`config.mk`:
```
export PLATFORM = sky130hd
export DESIGN_NAME = hazard_ctrl
export DESIGN_NICKNAME = d
export VERILOG_FILES = /design/src/rtl/hazard_ctrl.sv
export SDC_FILE = /design/constraint.sdc
export NUM_CORES = 1
export LEC_CHECK = 0
export CAP_MARGIN = 25
export CORE_ASPECT_RATIO = 0.75
export CORE_UTILIZATION = 45
export DETAILED_ROUTE_END_ITERATION = 8
export PLACE_DENSITY = 0.83
export SLEW_MARGIN = 25
export SYNTH_ARGS = -nofsm -noshare
export SYNTH_HDL_FRONTEND = slang
export SYNTH_SLANG_ARGS = --single-unit
export TNS_END_PERCENT = 30
```
`constraint.sdc`:
```
create_clock -name i_clk -period 4.12 [get_ports i_clk]
set_input_delay 0.618 -clock i_clk [delete_from_list [all_inputs] [get_ports i_clk]]
set_output_delay 0.618 -clock i_clk [all_outputs]
set_load 0.02 [all_outputs]
```
`src/rtl/hazard_ctrl.sv`:
```
// Pipeline hazard controller.
// Stall, flush and forwarding controls are combinational and take effect in the same cycle.
// A registered FSM holds the pipe frozen while an I-cache or D-cache refill is outstanding.
// A watchdog raises a sticky timeout flag if a refill wait runs too long.
module hazard_ctrl #(
   parameter int REG_ADDR_W = 5,
   parameter int WDOG_W     = 8
) (
   input  logic                  i_clk,
   input  logic                  i_arst,
   input  logic [REG_ADDR_W-1:0] i_rs1_addr_dec,
   input  logic [REG_ADDR_W-1:0] i_rs2_addr_dec,
   input  logic [REG_ADDR_W-1:0] i_rs1_addr_exec,
   input  logic [REG_ADDR_W-1:0] i_rs2_addr_exec,
   input  logic [REG_ADDR_W-1:0] i_rd_addr_exec,
   input  logic                  i_load_instr_exec,
   input  logic [REG_ADDR_W-1:0] i_rd_addr_mem,
   input  logic                  i_reg_we_mem,
   input  logic [REG_ADDR_W-1:0] i_rd_addr_wb,
   input  logic                  i_reg_we_wb,
   input  logic                  i_mispredict,
   input  logic                  i_icache_miss,
   input  logic                  i_dcache_miss,
   input  logic                  i_mem_ack,
   output logic                  o_stall_fetch,
   output logic                  o_stall_decode,
   output logic                  o_stall_exec,
   output logic                  o_flush_decode,
   output logic                  o_flush_exec,
   output logic [1:0]            o_fwd_rs1,
   output logic [1:0]            o_fwd_rs2,
   output logic                  o_timeout
);

   typedef enum logic [1:0] {
      ST_IDLE  = 2'd0,
      ST_DWAIT = 2'd1,
      ST_IWAIT = 2'd2
   } state_t;

   // Forwarding select encoding
   localparam logic [1:0] FWD_RF  = 2'b00;
   localparam logic [1:0] FWD_WB  = 2'b01;
   localparam logic [1:0] FWD_MEM = 2'b10;

   // Watchdog saturation value and the value one below it
   localparam logic [WDOG_W-1:0] WDOG_MAX  = '1;
   localparam logic [WDOG_W-1:0] WDOG_NEAR = {{(WDOG_W-1){1'b1}}, 1'b0};

   state_t              state;
   logic                pend_i;   // I-cache miss seen while servicing a D-cache miss
   logic [WDOG_W-1:0]   wdog;

   logic                any_miss;
   logic                load_use;
   logic                wdog_hit;
   logic [WDOG_W-1:0]   wdog_inc;

   // MEM result is younger than WB, so it wins; x0 is hardwired and never forwarded
   function automatic logic [1:0] fwd_sel(
      input logic [REG_ADDR_W-1:0] rs,
      input logic [REG_ADDR_W-1:0] rd_mem,
      input logic                  we_mem,
      input logic [REG_ADDR_W-1:0] rd_wb,
      input logic                  we_wb
   );
      logic [1:0] sel;
      sel = FWD_RF;
      if (we_mem && (rd_mem != '0) && (rs == rd_mem))
         sel = FWD_MEM;
      else if (we_wb && (rd_wb != '0) && (rs == rd_wb))
         sel = FWD_WB;
      return sel;
   endfunction

   // Hazard detection terms shared by the FSM and the output logic
   always_comb begin
      any_miss = i_dcache_miss | i_icache_miss;
      load_use = i_load_instr_exec && (i_rd_addr_exec != '0) &&
                 ((i_rd_addr_exec == i_rs1_addr_dec) || (i_rd_addr_exec == i_rs2_addr_dec));
      // The timeout flag is set on the same edge the counter reaches saturation
      wdog_hit = (wdog == WDOG_NEAR) || (wdog == WDOG_MAX);
      wdog_inc = (wdog == WDOG_MAX) ? wdog : wdog + 1'b1;
   end

   // Refill-wait FSM with deferred I-miss, watchdog counter and sticky timeout flag
   always_ff @(posedge i_clk or posedge i_arst) begin
      if (i_arst) begin
         state     <= ST_IDLE;
         pend_i    <= 1'b0;
         wdog      <= '0;
         o_timeout <= 1'b0;
      end else begin
         case (state)
            ST_IDLE: begin
               // D-miss has priority; a simultaneous I-miss is queued behind it
               if (i_dcache_miss) begin
                  state  <= ST_DWAIT;
                  pend_i <= i_icache_miss;
                  wdog   <= '0;
               end else if (i_icache_miss) begin
                  state  <= ST_IWAIT;
                  wdog   <= '0;
               end
            end
            ST_DWAIT: begin
               if (i_mem_ack) begin
                  state  <= pend_i ? ST_IWAIT : ST_IDLE;
                  pend_i <= 1'b0;
                  wdog   <= '0;
               end else begin
                  if (i_icache_miss)
                     pend_i <= 1'b1;
                  wdog <= wdog_inc;
                  if (wdog_hit)
                     o_timeout <= 1'b1;
               end
            end
            ST_IWAIT: begin
               if (i_mem_ack) begin
                  state <= ST_IDLE;
                  wdog  <= '0;
               end else begin
                  wdog <= wdog_inc;
                  if (wdog_hit)
                     o_timeout <= 1'b1;
               end
            end
            default: begin
               state  <= ST_IDLE;
               pend_i <= 1'b0;
               wdog   <= '0;
            end
         endcase
      end
   end

   // Combinational stall/flush/forward outputs; reset forces them all quiet
   always_comb begin
      o_stall_fetch  = 1'b0;
      o_stall_decode = 1'b0;
      o_stall_exec   = 1'b0;
      o_flush_decode = 1'b0;
      o_flush_exec   = 1'b0;
      o_fwd_rs1      = FWD_RF;
      o_fwd_rs2      = FWD_RF;
      if (!i_arst) begin
         o_fwd_rs1 = fwd_sel(i_rs1_addr_exec, i_rd_addr_mem, i_reg_we_mem,
                             i_rd_addr_wb, i_reg_we_wb);
         o_fwd_rs2 = fwd_sel(i_rs2_addr_exec, i_rd_addr_mem, i_reg_we_mem,
                             i_rd_addr_wb, i_reg_we_wb);
         if ((state != ST_IDLE) || any_miss) begin
            // Whole pipe frozen; a pending mispredict stays in exec until released
            o_stall_fetch  = 1'b1;
            o_stall_decode = 1'b1;
            o_stall_exec   = 1'b1;
         end else if (i_mispredict) begin
            // Redirect squashes the younger instructions, so any load-use stall is moot
            o_flush_decode = 1'b1;
            o_flush_exec   = 1'b1;
         end else if (load_use) begin
            o_stall_fetch  = 1'b1;
            o_stall_decode = 1'b1;
            o_flush_exec   = 1'b1;
         end
      end
   end

endmodule
```
# Word level (Yosys, flattened, before mapping)
# Index checks and enable logic that the tools add are counted.
[totals]
ff_bits = 12
word_cells = 78
output_inout_bits = 10
[classes]
n_eq_ne = 16
n_bitwise = 3
reduce_logical = 21
muxes = 33
n_addsub = 1
[op_table]
columns = ["operator", "count"]
rows = [
  ["two-way mux 8 bit", 4],
  ["== test 5 bit", 6],
  ["two-way mux 2 bit", 9],
  ["two-way mux 1 bit", 17],
  ["== test 8 bit (second input constant)", 2],
  ["case mux 8 bit (2 select lines)", 1],
  ["nonzero test 5 bit", 3],
  ["!= test 3 bit (second input constant)", 3],
  ["AND reduction 3 bit", 3],
  ["adder 8 x 1 -> 8 bit (second input constant)", 1],
  ["logical AND 1 bit", 8],
  ["!= test 2 bit (second input constant)", 3],
  ["case mux 2 bit (3 select lines)", 1],
  ["logical OR 1 bit", 3],
  ["case mux 1 bit (3 select lines)", 1],
  ["== test 2 x 1 -> 1 bit (second input constant)", 1],
  ["== test 2 bit (second input constant)", 1],
  ["logical NOT 2 bit", 1],
  ["inverter 1 bit", 2],
  ["AND reduction 2 bit", 1],
  ["nonzero test 2 bit", 1],
  ["OR reduction 2 bit", 1],
  ["OR 1 bit", 1],
]

# Logic depth before layout (Yosys ltp)
# Gate-level depths: netlist of run 1.
[logic_depth]
ltp_word = 7
ltp_mapped = 7

# Worst setup path after synthesis of run 1
# Ideal clock, no wire load.
[synth_timing]
path_type = "input port to output port"
start = "in i_rd_addr_exec[3]"
end = "out o_stall_fetch"
setup_slack_ps = 1308
stages = 5
arrival_time_ps = 2194
required_ps = 3502
cell_sequence = "xor2_1 > nor3_1 > a22oi_1 > o41ai_1 > buf_4"
[synth_via]
elab_chain_len = 7
word_cells_on_any_way = 10
cone_classes = "2 x eq/ne; 4 x mux; 4 x reduce/logical"
[synth_rtl]
columns = ["item", "line", "rtl"]
rows = [
  ["from (decl)", "15", "input logic [REG_ADDR_W-1:0] i_rd_addr_exec,"],
  ["== test 5 bit or nonzero test 5 bit (tied branches)", "80, 79", ""],
  ["logical OR 1 bit or logical AND 1 bit (tied branches)", "80, 79", ""],
  ["logical AND 1 bit *", "79", "load_use = i_load_instr_exec && (i_rd_addr_exec != '0) &&"],
  ["two-way mux 1 bit * (4 in series)", "--", ""],
  ["to (decl)", "25", "output logic o_stall_fetch,"],
]
# Mark *: on every way between the ends. The rest lies on a longest branch, timed or not.

# Worst setup path after layout of run 1
[layout_timing]
start = "in i_rd_addr_mem[2]"
end = "out o_fwd_rs1[0]"
[layout_via]
elab_chain_len = 5
word_cells_on_any_way = 6
cone_classes = "1 x eq/ne; 2 x mux; 3 x reduce/logical"
[layout_rtl]
columns = ["item", "line", "rtl"]
rows = [
  ["from (decl)", "17", "input logic [REG_ADDR_W-1:0] i_rd_addr_mem,"],
  ["nonzero test 5 bit", "69", "if (we_mem && (rd_mem != '0) && (rs == rd_mem))"],
  ["logical AND 1 bit", "69", ""],
  ["logical AND 1 bit *", "69", ""],
  ["two-way mux 2 bit *", "69", ""],
  ["two-way mux 2 bit *", "147", "if (!i_arst) begin"],
  ["to (decl)", "30", "output logic [1:0] o_fwd_rs1,"],
]
# Marked as above.

==> out/metrics.yaml, run 1 <==
grt:
  track_usage_pct: 26.8
  pin_count_of_the_biggest_net_entering_global_routing: 15
  via_count_of_the_first_global_routing_pass: 1174
  grt_overflow_total: 0
  antenna_violations_before_repair: 0
  grt_pass1_wl_mm: 5.36
clocking:
  tritoncts: "built"
  cts_resized: 0
  cts_hold_repair.buffers: 0
  cts.reportedPaths.clkPinSlew_ns: 0.07
  htreeDepth: 1
  max-clock-path-buffers: 2
  cts_num_sinks: 12
  clock-root-buffer: "sky130_fd_sc_hd__clkbuf_4"
  tritoncts.num_buffers: 3
  post-cts-setup-buffer-count: 0
  worstSkewPairLatency_ns: 0.27
status:
  status: "finished, final reports clean"
power_and_ir_drop:
  seq_power_share_pct: 30.9
  pwr-share-clk_pct: 18.3
  p_int_mw: 0.315
  max-vdd-ir-drop_v: 0.000302
  p_leak_nw: 0.689
  power.combinational.fraction_pct: 50.8
  sw_frac_of_total_pct: 38.4
  power_density_mw_per_mm2: 287
  power.net_switching_mw: 0.196
layout:
  drive_gt1_share_pct: 6.70
  post_layout_nonfiller_instances: 228
  num_antenna_cells: 0
  nets: 244
  area_growth_pct: 52.2
  layout.core_utilization_pct: 74.8
sta:
  timing.final.max_slew_violations: 0
  finalClockSkew_ns: 0.00379
  timing.final.setup_violations: 0
  max-slew-margin-rel_pct: 67.4
  rsz_0062_raised_after_global_routing: "no"
  final_clock_period_utilization_by_the_worst_path_pct: 85.4
  final_hold_vio_count: 0
  tns_ns: 0
  timing_worst_slew_pin_value_ns: 0.483
  max_clock_freq_mhz: 284
  post-route-min-period_ns: 3.52
yosys:
  synth.top_cells.by_count: "sky130_fd_sc_hd__xor2_1 (20), sky130_fd_sc_hd__dfrtp_1 (12), sky130_fd_sc_hd__xnor2_1 (12)"
  synth_area_leader_cell: "sky130_fd_sc_hd__dfrtp_1"
  syn_avg_cell_area_sq_um: 8.55
  mapped_nets: 186
  synth_warnings: 0
  edff_count_synth: 0
  synth_top_cell_area_share_pct: 25.6
  synth.yosys.seq_area_share_pct: 25.6
  netlist_instances: 137
  yosysUniqueCellTypes: 36
  syn_area_sq_mm: 0.00117
  top_cells_by_area_synth: "sky130_fd_sc_hd__dfrtp_1 (26%), sky130_fd_sc_hd__xor2_1 (15%), sky130_fd_sc_hd__xnor2_1 (9.0%)"
  synth-main-ff-cell: "sky130_fd_sc_hd__dfrtp_1"
  async_reset_ff_share_pct: 100
  most_frequent_cell_after_synthesis: "sky130_fd_sc_hd__xor2_1"
  ys_seq_elements: 12
drt:
  finalWirelength_mm: 3.47
  via_count_of_the_routed_design: 1248
  detail_route.wl_per_cell_um: 15.2
  detail_route.first_pass.iterations: 4
  drt.antenna.violating_nets: 0
  drt-initial-drc-count: 48
  route.detailed.drc: 0
  vias_per_cell: 5.47
die:
  full_die_area_sq_mm: 0.00281
  die-height_um: 46.2
  floorplan.rows: 15
  design.portCount: 54
  placeable_core_region_sq_mm: 0.00238
  horizontal_die_dimension_um: 60.9
  initial_utilization_pct: 49.1
worst_setup_path:
  start_kind: "primary input"
  worstPathRequired_ns: 3.50
  setup.worst_path.class: "primary input to output pin"
  critPathArrivalTime_ns: 2.90
  timing.critical_path.to_type: "output pin"
  worst-path-max-fanout: 4
min_path:
  min_path_type: "flop to flop"
place:
  post-place-cells: 224
  place_hpwl_mm: 2.92
  portBuffers: 53
  place_congestion: 0.958
run:
  drv.max_cap_violation_count: 0
[kinds of logic (layout without fill, tap and decap cells)]
| group | count (synthesis) | in the layout | synth area share, % |
|---|---|---|---|
| AO/OA/AOI/OAI | 28 | 28 | 16.8 |
| XOR/XNOR | 32 | 32 | 23.9 |
| adder cells (fa/ha/maj) | 5 | 5 | 5.34 |
| buffers and inverters | 11 | 68 | 3.95 |
| flip-flops | 12 | 12 | 25.6 |
| AND/OR/NAND/NOR | 49 | 49 | 24.4 |
[sequential cells by signal, indices dropped and copies added (netlist names)]
signal / flops
wdog: 8
state: 2
o_timeout: 1
pend_i: 1
[cell usage in the layout (no fill, tap or decap), types with 3 or more instances in the layout]
cell type,Yosys,final
sky130_fd_sc_hd__clkdlybuf4s50_1,0,53
sky130_fd_sc_hd__xor2_1,20,20
sky130_fd_sc_hd__xnor2_1,12,12
sky130_fd_sc_hd__dfrtp_1,12,12
sky130_fd_sc_hd__nand2_1,10,10
sky130_fd_sc_hd__inv_1,9,9
sky130_fd_sc_hd__nor2_1,6,6
sky130_fd_sc_hd__a21oi_1,6,6
sky130_fd_sc_hd__or4_1,6,6
sky130_fd_sc_hd__nor3_1,5,5
sky130_fd_sc_hd__ha_1,5,5
sky130_fd_sc_hd__o31ai_1,4,4
sky130_fd_sc_hd__and3_1,3,3
sky130_fd_sc_hd__nand4_1,3,3
sky130_fd_sc_hd__o21ai_0,3,3
sky130_fd_sc_hd__nand3_1,3,3
sky130_fd_sc_hd__a31oi_1,3,3
sky130_fd_sc_hd__clkbuf_4,0,3
[per-layer routing]
layer | GRT usage [%] | vias to the layer above | part of all wire [%]
li1 | - | 611 | -
met1 | 32.2 | 583 | 45
met2 | 50.1 | 50 | 48
met3 | 5.62 | 4 | 6.3
met4 | 4.55 | 0 | 0.55
met5 | 0 | - | 0
[cell type report]
cell class	instances	area [sq um]
Clock buffer	4	36.3
Tap cell	34	42.5
Inverter	9	33.8
Sequential cell	12	300
Multi-Input combinational cell	114	825
Timing Repair Buffer	55	546
Fill cell	175	601
[critical path: stages]
cell and delay [ns]:
sky130_fd_sc_hd__clkdlybuf4s50_1 0.48, sky130_fd_sc_hd__or4_1 0.54, sky130_fd_sc_hd__o21ai_2 0.19, sky130_fd_sc_hd__nor3_1 0.10
sky130_fd_sc_hd__nor4_2 0.30, sky130_fd_sc_hd__clkdlybuf4s50_1 0.66
[worst paths after layout]
kind	end	cells past startpoint	slack (ns)	start
max in group asynchronous	wdog[2]$_DFFE_PP0P_	3	3.06	i_arst
max reg2reg	wdog[7]$_DFFE_PP0P_	6	2.19	state[0]$_DFFE_PP0P_
max	o_fwd_rs1[0]	6	0.60	i_rd_addr_mem[2]
min	o_timeout$_DFFE_PP0P_	2	0.46	o_timeout$_DFFE_PP0P_
min in group asynchronous	state[1]$_DFFE_PP0P_	3	0.89	i_arst
min reg2reg	o_timeout$_DFFE_PP0P_	2	0.46	o_timeout$_DFFE_PP0P_
[through the flow]
stage | total power, mW | hold slack (ns) | cell area, sq um | setup slack [ns]
2_1_floorplan | 0.313 | 0.504 | 1170 | 1.31
3_3_place_gp | 0.404 | 0.450 | 1750 | 0.665
3_5_place_dp | 0.418 | 0.452 | 1750 | 0.614
4_1_cts | 0.515 | 0.471 | 1780 | 0.612
5_1_grt | 0.551 | 0.501 | 1780 | 0.513
6_report | 0.511 | 0.464 | 1780 | 0.602
[power by group through the flow]
stage	clock, mW	sequential, mW	combinational (mW)
2_1_floorplan	0	0.155	0.158
3_3_place_gp	0	0.158	0.246
3_5_place_dp	0	0.160	0.258
4_1_cts	0.0973	0.158	0.260
5_1_grt	0.100	0.162	0.289
6_report	0.0935	0.158	0.260
(Power assumes the default switching activity.)
==> inputs of run 2 (changes only) <==
ABC_CLOCK_PERIOD_IN_PS = 4120   (was unset)
==> results of run 2 <==
The final DEF is identical to that of run 1; final timing and power are the same.
==> inputs of run 3 (changes only) <==
ABC_CLOCK_PERIOD_IN_PS = 4300   (was 4120)
MAX_ROUTING_LAYER = met4   (was unset)
clock period = 4.3 ns   (was 4.12 ns; I/O delays follow)
==> run 3 against run 2 <==
First-iteration DRC count up 4.2%. Clock skew up 0.0048 ns. Non-clock buffer count down 1. Largest power group unchanged. Count of clock-buffer cells in the layout down 1.
==> out/metrics.yaml, run 3 (same netlist as run 1, synthesis figures left out) <==
status:
  status: "finished, final reports clean"
clocking:
  max-clock-path-buffers: 2  # unchanged
  cts.reportedPaths.clkPinSlew_ns: 0.07  # about the same
  tritoncts.num_buffers: 3  # unchanged
  cts_resized: 0  # unchanged
  htreeDepth: 1  # unchanged
  worstSkewPairLatency_ns: 0.27  # about the same
  clock-root-buffer: "sky130_fd_sc_hd__clkbuf_4"
  post-cts-setup-buffer-count: 0  # unchanged
  cts_num_sinks: 12  # unchanged
  cts_hold_repair.buffers: 0  # unchanged
  tritoncts: "built"
place:
  portBuffers: 53  # unchanged
  dpl-instance-area_sq_mm: 0.00174  # -0.43%
  place_worst_setup_slack_ns: 0.797  # +0.183 ns
  place_congestion: 1.02  # +6.7%
  post-place-cells: 223  # -0.45%
  place_hpwl_mm: 2.89  # -1.1%
min_path:
  min_path_type: "flop to flop"
  holdCritStartpoint: "o_timeout$_DFFE_PP0P_"
  hold-path-endpoint: "o_timeout$_DFFE_PP0P_"
  hold_path_depth: 2  # unchanged
drt:
  vias_per_cell: 5.62  # +2.7%
  via_count_of_the_routed_design: 1270  # +1.8%
  route.detailed.drc: 0  # unchanged
  detail_route.first_pass.iterations: 5  # +1
  detail_route.wl_per_cell_um: 15.4  # +1.1%
  drt-initial-drc-count: 50  # +4.2%
  finalWirelength_mm: 3.48  # +0.20%
  drt.antenna.violating_nets: 0  # unchanged
layout:
  post_layout_nonfiller_instances: 226  # -0.88%
  max_flop_register: "wdog"
  drive_gt1_share_pct: 5.73  # -0.97 points
  layout_commonest_cell: "sky130_fd_sc_hd__clkdlybuf4s50_1"
  layout.core_utilization_pct: 73.9  # -0.89 points
  commonest_cells_after_routing_fill_and_taps_aside: "sky130_fd_sc_hd__clkdlybuf4s50_1 (53), sky130_fd_sc_hd__xor2_1 (20), sky130_fd_sc_hd__xnor2_1 (12), sky130_fd_sc_hd__dfrtp_1 (12), sky130_fd_sc_hd__nand2_1 (10)"
  finish.instance_area_sq_mm: 0.00176  # -1.2%
  reg_top3: "wdog: 8 flops, state: 2 flops"
  nets: 243  # -0.41%
  num_antenna_cells: 0  # unchanged
  area_growth_pct: 50.4
  largest_reg_flops: 8  # unchanged
grt:
  grt_overflow_total: 0  # unchanged
  groute.layer.met1.usage_pct: 35.2  # +3.0 points
  via_count_of_the_first_global_routing_pass: 1219  # +3.8%
  track_usage_pct: 28.3  # +1.5 points
  grtUsageMet3_pct: 5.62  # unchanged
  antenna_violations_before_repair: 0  # unchanged
  pin_count_of_the_biggest_net_entering_global_routing: 15  # unchanged
  grt_busiest_layer: "met2"
  grt_pass1_wl_mm: 5.58  # +4.0%
  global_route.usage.met2_pct: 49.0  # -1.1 points
power_and_ir_drop:
  seq_power_share_pct: 32.5  # +1.6 points
  max-vdd-ir-drop_v: 0.000193  # -36%
  power.combinational.fraction_pct: 53.2  # +2.4 points
  design_power_total_mw: 0.469  # -8.3%
  power.net_switching_mw: 0.188  # -4.2%
  pwr-share-clk_pct: 14.2  # -4.1 points
  power_density_mw_per_mm2: 266  # -7.2%
  p_int_mw: 0.281  # -11%
  sw_frac_of_total_pct: 40.1  # +1.7 points
  p_leak_nw: 0.677  # -1.8%
worst_setup_path:
  ff2ff_path_depth: 5  # -1
  critPathArrivalTime_ns: 2.86  # -0.04 ns
  reg2reg_slack_ns: 2.39  # +0.20 ns
  reg2reg_to: "wdog[3]$_DFFE_PP0P_"
  start_kind: "primary input"
  worst-path-max-fanout: 3  # -1
  critical_path.reg2reg.startpoint: "state[0]$_DFFE_PP0P_"
  worstPathRequired_ns: 3.65  # +0.15 ns
  timing.critical_path.to_type: "output pin"
  setup.worst_path.class: "primary input to output pin"
die:
  initial_utilization_pct: 49.1  # unchanged
  placeable_core_region_sq_mm: 0.00238  # unchanged
  horizontal_die_dimension_um: 60.9  # unchanged
  floorplan.rows: 15  # unchanged
  die-height_um: 46.2  # unchanged
  design.portCount: 54  # unchanged
  full_die_area_sq_mm: 0.00281  # unchanged
sta:
  max-slew-margin-rel_pct: 53.1  # -14 points
  rsz_0062_raised_after_global_routing: "no"
  final_clock_period_utilization_by_the_worst_path_pct: 81.5
  timing.final.setup_violations: 0  # unchanged
  max_clock_freq_mhz: 285
  tns_ns: 0  # unchanged
  timing_worst_slew_pin_value_ns: 0.702  # +0.219 ns
  finalClockSkew_ns: 0.00856  # +0.00476 ns
  timing.final.max_slew_violations: 0  # unchanged
  worst_slack_ns: 0.793  # +0.192 ns
  final_hold_vio_count: 0  # unchanged
  timing.hold.ws_ns: 0.464  # +0.000295 ns
  post-route-min-period_ns: 3.51
run:
  drv.max_cap_violation_count: 0  # unchanged
## run 3: cell count changes in the layout (fill, tap and decap cells not counted), sizes merged
cell    before  now
buf          2    1
clkbuf       4    3
## run 3: how the worst max path moves through the flow
stage                            startpoint       endpoint  slack (ns)  cells after the start
after global routing        i_rd_addr_wb[4]   o_fwd_rs1[0]        0.68                      6
after CTS                   i_rd_addr_wb[4]   o_fwd_rs1[0]        0.79                      6
final                       i_rd_addr_wb[4]   o_fwd_rs1[0]        0.79                      6
after detailed placement    i_rd_addr_wb[4]   o_fwd_rs1[0]        0.80                      6
after global placement     i_rd_addr_mem[1]   o_fwd_rs1[0]        0.79                      6
after floorplan           i_rd_addr_exec[3]  o_stall_fetch        1.43                      5
## run 3: routing by layer
layer	vias to the layer above	share of wire (%)
met4	0	0.83
li1	611	-
met3	4	7.1
met5	-	0
met1	596	44
met2	59	48
## run 3: power by group through the flow
stage	clock network [mW]	registers (mW)	logic [mW]
global placement	0	0.151	0.233
CTS	0.0682	0.152	0.247
global route	0.0738	0.155	0.276
floorplan	0	0.149	0.151
detailed placement	0	0.154	0.244
finish	0.0667	0.153	0.250
## run 3: critical path, cell delays in order
cell and delay (ns):
sky130_fd_sc_hd__clkdlybuf4s50_1 0.58, sky130_fd_sc_hd__or4_1 0.16, sky130_fd_sc_hd__o211ai_1 0.11, sky130_fd_sc_hd__or4_1 0.59
sky130_fd_sc_hd__nor4_2 0.14, sky130_fd_sc_hd__clkdlybuf4s50_1 0.64
## run 3: final cells by class
| cell class | count | area (sq um) |
|---|---|---|
| Tap cell | 34 | 42.5 |
| Sequential cell | 12 | 300 |
| Fill cell | 171 | 622 |
| Multi-Input combinational cell | 114 | 825 |
| Inverter | 9 | 33.8 |
| Timing Repair Buffer | 54 | 538 |
| Clock buffer | 3 | 22.5 |
